[src/rtl/data_sync_pkg.sv]
`default_nettype none
`timescale 1ns/100ps
// +----------------------------------------------------------------------------+
// | Module   : data_sync_pkg                                                   |
// | Purpose  : Shared helpers for the data_sync synchronizer slice. Holds no   |
// |            types or constants; every parameter stays local to the modules. |
// | Contents : stages_ok() - legality test for the synchronizer depth.         |
// | Revision : 1.0 - initial release                                           |
// +----------------------------------------------------------------------------+
package data_sync_pkg;

    // Fewer than two flops gives no real MTBF margin. More than four adds
    // latency with no practical benefit at the clock rates this block serves.
    function automatic bit stages_ok(input int stages);
        return (stages >= 2) && (stages <= 4);
    endfunction

endpackage : data_sync_pkg
`default_nettype wire

[src/rtl/data_sync_sync_bit.sv]
`default_nettype none
`timescale 1ns/100ps
// +----------------------------------------------------------------------------+
// | Module   : sync_bit                                                        |
// | Purpose  : One-bit multi-flop synchronizer chain into the clk_i domain.    |
// | Ports    : clk_i  in  1  destination clock, rising edge                    |
// |            rst_i  in  1  synchronous active-high reset                     |
// |            d_i    in  1  asynchronous input bit                            |
// |            q_o    out 1  synchronized bit, driven by the last chain flop   |
// | Revision : 1.0 - initial release                                           |
// +----------------------------------------------------------------------------+
module sync_bit
    import data_sync_pkg::*;
#(
    parameter int   S_STAGES = 2,
    parameter logic RST_BIT  = 1'b0
) (
    input  logic clk_i,
    input  logic rst_i,
    input  logic d_i,
    output logic q_o
);

    // The whole chain carries ASYNC_REG so placement keeps the flops adjacent
    // and retiming cannot move logic between them. Bit 0 is the capture flop.
    (* ASYNC_REG = "TRUE" *) logic [S_STAGES-1:0] chain;

    always_ff @(posedge clk_i) begin
        if (rst_i) begin
            chain <= {S_STAGES{RST_BIT}};
        end else begin
            chain <= {chain[S_STAGES-2:0], d_i};
        end
    end

    assign q_o = chain[S_STAGES-1];

endmodule : sync_bit
`default_nettype wire

[src/rtl/data_sync.sv]
`default_nettype none
`timescale 1ns/100ps
// +----------------------------------------------------------------------------+
// | Module   : data_sync                                                       |
// | Purpose  : Per-bit multi-flop CDC synchronizer for a bus of independent,   |
// |            slowly changing bits, with rise/fall/change pulses generated in |
// |            the destination domain. Not a coherent bus transfer: bits may   |
// |            land one cycle apart.                                           |
// | Ports    : clk_i   in  1        destination clock, rising edge             |
// |            rst_i   in  1        synchronous active-high reset              |
// |            data_i  in  D_WIDTH  asynchronous input bus                     |
// |            data_o  out D_WIDTH  synchronized bus                           |
// |            rise_o  out D_WIDTH  1-cycle pulse on synchronized 0->1         |
// |            fall_o  out D_WIDTH  1-cycle pulse on synchronized 1->0         |
// |            chg_o   out D_WIDTH  rise_o | fall_o                            |
// | Revision : 1.0 - initial release                                           |
// +----------------------------------------------------------------------------+
module data_sync
    import data_sync_pkg::*;
#(
    parameter int                 D_WIDTH  = 8,
    parameter int                 S_STAGES = 2,
    parameter logic [D_WIDTH-1:0] RST_VAL  = '0
) (
    input  logic               clk_i,
    input  logic               rst_i,
    input  logic [D_WIDTH-1:0] data_i,
    output logic [D_WIDTH-1:0] data_o,
    output logic [D_WIDTH-1:0] rise_o,
    output logic [D_WIDTH-1:0] fall_o,
    output logic [D_WIDTH-1:0] chg_o
);

    // Reject illegal configurations at elaboration time.
    if (D_WIDTH < 1) begin : g_bad_width
        $error("data_sync: D_WIDTH must be >= 1 (got %0d)", D_WIDTH);
    end
    if (!stages_ok(S_STAGES)) begin : g_bad_stages
        $error("data_sync: S_STAGES must be in 2..4 (got %0d)", S_STAGES);
    end

    logic [D_WIDTH-1:0] sync_q;
    logic [D_WIDTH-1:0] prev;

    // One independent chain per bit; no logic is shared between bits.
    for (genvar i = 0; i < D_WIDTH; i++) begin : g_bit
        sync_bit #(
            .S_STAGES (S_STAGES),
            .RST_BIT  (RST_VAL[i])
        ) u_sync_bit (
            .clk_i (clk_i),
            .rst_i (rst_i),
            .d_i   (data_i[i]),
            .q_o   (sync_q[i])
        );
    end

    // The history register resets to the same value as the chains, so neither
    // reset entry nor reset exit produces an edge pulse.
    always_ff @(posedge clk_i) begin
        if (rst_i) begin
            prev <= RST_VAL;
        end else begin
            prev <= sync_q;
        end
    end

    assign data_o = sync_q;
    assign rise_o = sync_q & ~prev;
    assign fall_o = ~sync_q & prev;
    assign chg_o  = sync_q ^ prev;

endmodule : data_sync
`default_nettype wire

[config.mk]
export PLATFORM = sky130hd
export DESIGN_NAME = data_sync
export DESIGN_NICKNAME = d
export VERILOG_FILES = /design/src/rtl/data_sync_pkg.sv /design/src/rtl/data_sync_sync_bit.sv /design/src/rtl/data_sync.sv
export SDC_FILE = /design/constraint.sdc
export NUM_CORES = 1
export LEC_CHECK = 0
export BUFFER_PORTS_ARGS = -buffer_cell sky130_fd_sc_hd__clkbuf_2
export CELL_PAD_IN_SITES_DETAIL_PLACEMENT = 2
export CELL_PAD_IN_SITES_GLOBAL_PLACEMENT = 2
export CORE_MARGIN = 10
export CORE_UTILIZATION = 30
export CTS_CLUSTER_DIAMETER = 150
export CTS_CLUSTER_SIZE = 14
export DETAILED_ROUTE_END_ITERATION = 10
export PLACE_DENSITY_LB_ADDON = 0.25
export SLEW_MARGIN = 40
export SYNTH_ARGS = -nofsm -noshare
export SYNTH_HDL_FRONTEND = slang
export SYNTH_SLANG_ARGS = --single-unit
[constraint.sdc]
create_clock -name clk_i -period 1.41 [get_ports clk_i]
set_input_delay 0.141 -clock clk_i [delete_from_list [all_inputs] [get_ports clk_i]]
set_output_delay 0.141 -clock clk_i [all_outputs]
set_load 0.01 [all_outputs]
Word level (Yosys, flattened, before mapping)

Index checks and enable logic that the tools add are counted.

Register bits: 24
Input port bits: 10
Output and inout bits: 32
Logic and storage cells: 14

Bitwise gates (word level): 5

Operators by type and width:

| cell        | number |
|---|---|
| $and 8x8->8 | 2 |
| $not 8->8   | 2 |
| $xor 8x8->8 | 1 |

Depth between registers and ports, before layout

Depth after elaboration: 2
Depth in mapped cells: 3
Gate-level depth less buffers: 3

Modules after synthesis

From an unflattened synthesis, not the netlist that was laid out.

Cells, all modules: 88
Area total of the unflattened synthesis: 920.9 µm²

Modules (own cells, without submodules):

| module    | instances | cells an instance | area an instance (µm²) | sequential area each (µm²) |
|---|---|---|---|---|
| data_sync | 1         | 56                | 500.5                  | 160.2 |
| sync_bit  | 8         | 4                 | 52.6                   | 40.0 |

Worst setup path before layout

Ideal clock, no wire load.

Kind: flip-flop to output port
From: register prev[0]
To: output chg_o[0]
Data arrival time: 0.704 ns
Data required time: 1.269 ns
Slack: 0.565 ns
Cell stages (with the launch flop): 4
Buffers on the path: 0
Cells stage by stage: dfxtp_1 -> inv_1 -> ha_1 -> inv_1

Longest elaborated chain between the ends: 1

RTL lines:

| item                   | RTL line        | RTL |
|---|---|---|
| start, declared        | data_sync.sv:43 | `logic [D_WIDTH-1:0] prev;` |
| start signal, assigned | data_sync.sv:64 | `prev <= sync_q;` |
| $xor 8x8->8            | data_sync.sv:71 | `assign chg_o = sync_q ^ prev;` |
| end, declared          | data_sync.sv:31 | `output logic [D_WIDTH-1:0] chg_o` |

Every way passes these cells.

Worst setup path after layout

From: register prev[4]
To: output chg_o[4]

Same word-level chain as after synthesis.

==> impl_metrics.py <==
metrics = {
    "floorplan": {
        "coreArea_um2": 3340,
        "rows": 21,
        "pin_count": 42,
        "die_x_um": 79.0,
        "die-height_um": 79.0,
        "fp.dieArea_um2": 6240,
        "start_util_pct": 31.3,
    },
    "pwr": {
        "powerDensity_nw_per_um2": 952,
        "p_switching_mw": 0.283,
        "seq_power_share_pct": 59.4,
        "p_leak_nw": 0.684,
        "peakVddDrop_mv": 0.473,
        "comb_power_share_pct": 11.4,
        "p_clk_share_pct": 29.2,
        "switching_share_pct": 23.4,
        "internal-power_mw": 0.930,
    },
    "grt": {
        "grt-ovfl-total": 0,
        "antenna_found_initial": 0,
        "grt_pass1_wl_um": 3680,
        "grt_pass1_vias": 811,
        "grt_max_degree": 19,
        "globalRouteTotalUtil_pct": 7.39,
    },
    "worst_setup_path": {
        "worstReg2RegEnd": "prev[0]",
        "r2r-start": "g_bit[0].u_sync_bit.chain[1]",
        "crit_type": "reg2out",
        "reg2regPathDepth": 1,
        "critPathLaunchType": "flip-flop",
        "crit_path_end_kind": "output port",
        "path_max_fanout": 2,
        "reg2reg_slack_ns": 0.78,
        "crit_arrival_ns": 1.18,
        "critPathLaunch": "prev[4]",
        "cp_data_required_time_ns": 1.27,
    },
    "route": {
        "route.detailed.drc": 0,
        "drt-initial-drc-count": 21,
        "wl_per_cell_um": 11.9,
        "via_per_inst": 3.83,
        "firstDrtPassIters": 3,
        "wl_um": 2140,
        "ant_nets": 0,
        "dr_total_vias": 690,
    },
    "worst_hold_path": {
        "min_path_type": "in2reg",
        "min_from": "data_i[4]",
        "min_path_cells": 2,
        "holdPathEnd": "g_bit[4].u_sync_bit.chain[0]",
    },
    "clock_tree": {
        "cts_buffers": 3,
        "cts-root-buf": "clkbuf_4",
        "clk_path_buf_depth": 2,
        "cts_tree": "done",
        "worstSkewPairLatency_ns": 0.31,
        "clock_sinks": 24,
        "htreeDepth": 1,
        "clk_pin_slew_worst_paths_ns": 0.13,
        "cts_hold_buffers": 0,
    },
    "sta": {
        "timing.slew.headroom_pct": 69.8,
        "clock.fmax_ghz": 0.756,
        "finalClockSkew_ns": 0.00524,
        "holdWs_ns": 0.0295,
        "slew_viol_final": 0,
        "worst_slack_ns": 0.0873,
        "worst_pin_slew_ns": 0.452,
        "hold_violations": 0,
        "setup_viol": 0,
        "post-route-min-period_ns": 1.32,
        "min_period_over_period_pct": 93.8,
    },
    "synthesis": {
        "mappedNetlistArea_um2": 1040,
        "synth_nets": 124,
        "ys_seq_area_share_pct": 46.0,
        "syn_area_per_cell_um2": 10.6,
        "ys_ff_latch": 24,
        "ys_warn_count": 0,
        "yosysUniqueCellTypes": 8,
        "synthCells": 98,
    },
    "place": {
        "io_buffers": 41,
        "dp_hpwl_um": 1840,
        "pre_cts_ws_ns": 0.412,
        "place_inst": 176,
        "gp_congestion": 0.669,
    },
    "finish": {
        "fin_cells": 180,
        "diodes": 0,
        "layout.nets": 161,
        "areaGrowthSynthToFinish_pct": 22.2,
        "drive_above_1_share_pct": 49.3,
    },
    "outcome": {
        "status": "finished, final reports clean",
    },
    "flow_run": {
        "max_cap_violations": 0,
    },
}
metal layers:
layer	routed length [um]	global-route usage (%)	share of wire (%)
met3	200	4.28	9.4
met2	1190	14.1	56
met1	731	6.31	34
met4	12	2.15	0.56
met5	0	0	0
flip-flops by register name, indices dropped and copies added, names as in the netlist:
register	cells
g_bit.u_sync_bit.chain	16
prev	8
final cells by class:
class / count / area [um2]
multi-input combinational: 40 / 390
tap: 46 / 57.6
timing repair buffer: 42 / 213
sequential: 24 / 488
clock buffer: 4 / 36.3
inverter: 24 / 90.1
fill: 395 / 2060
per-stage QoR:
step | instance area [um2] | utilization, % | power (mW) | setup TNS, ns
after floorplan | 1040 | - | 0.830 | 0
after global placement | 1230 | 36.9 | 0.871 | 0
after detailed placement | 1230 | 36.9 | 0.883 | 0
after CTS | 1270 | 38.0 | 1.25 | 0
after global routing | 1270 | 38.2 | 1.30 | -0.00812
final | 1270 | 38.2 | 1.21 | 0
power by group through the flow:
stage                     Combinational, mW  Sequential [mW]  Clock [mW]
final                                 0.139            0.720       0.354
after global routing                  0.159            0.726       0.412
after CTS                             0.147            0.721       0.383
after detailed placement              0.147            0.736           0
after global placement                0.137            0.734           0
after floorplan                      0.0987            0.731           0
cell usage in the layout (no fill, tap or decap), drive strengths merged:
cell type / instances
ha: 16
and2b: 4
dfxtp: 24
inv: 24
clkbuf: 45
buf: 1
nor2b: 20
what timing repair did:
item	CTS	global route
setup buffers	0	0
endpoints found under the hold margin	0	0
setup endpoints to repair	0	6
gates resized for setup	0	6
logic make-up after synthesis:
family / share of synthesized area (%)
adder cells (fa/ha/maj): 19.2
buffers and inverters: 16.5
flip-flops: 46.0
AND/OR/NAND/NOR: 18.2
Yosys cell counts:
cell     number  area share, %
and2b_1       4            2.9
buf_4         8            5.8
buf_6         2            2.2
dfxtp_1      24             46
ha_1         16             19
inv_1        24            8.6
nor2b_1       6            3.6
nor2b_2      14             12
critical path, stage by stage (launching register included):
cell      delay (ns)
dfxtp_1         0.36
inv_1           0.05
ha_1            0.28
inv_1           0.06
clkbuf_2        0.12
worst max-delay path by stage:
stage                    end  slack (ns)  cells past startpoint
detailed placement  chg_o[2]        0.41                      4
finish              chg_o[4]        0.09                      4
global placement    chg_o[0]        0.46                      4
floorplan           chg_o[0]        0.56                      3
global route        chg_o[3]      -0.008                      4
CTS                 chg_o[2]        0.03                      4
Note: power is estimated with default switching activity, not from simulation.
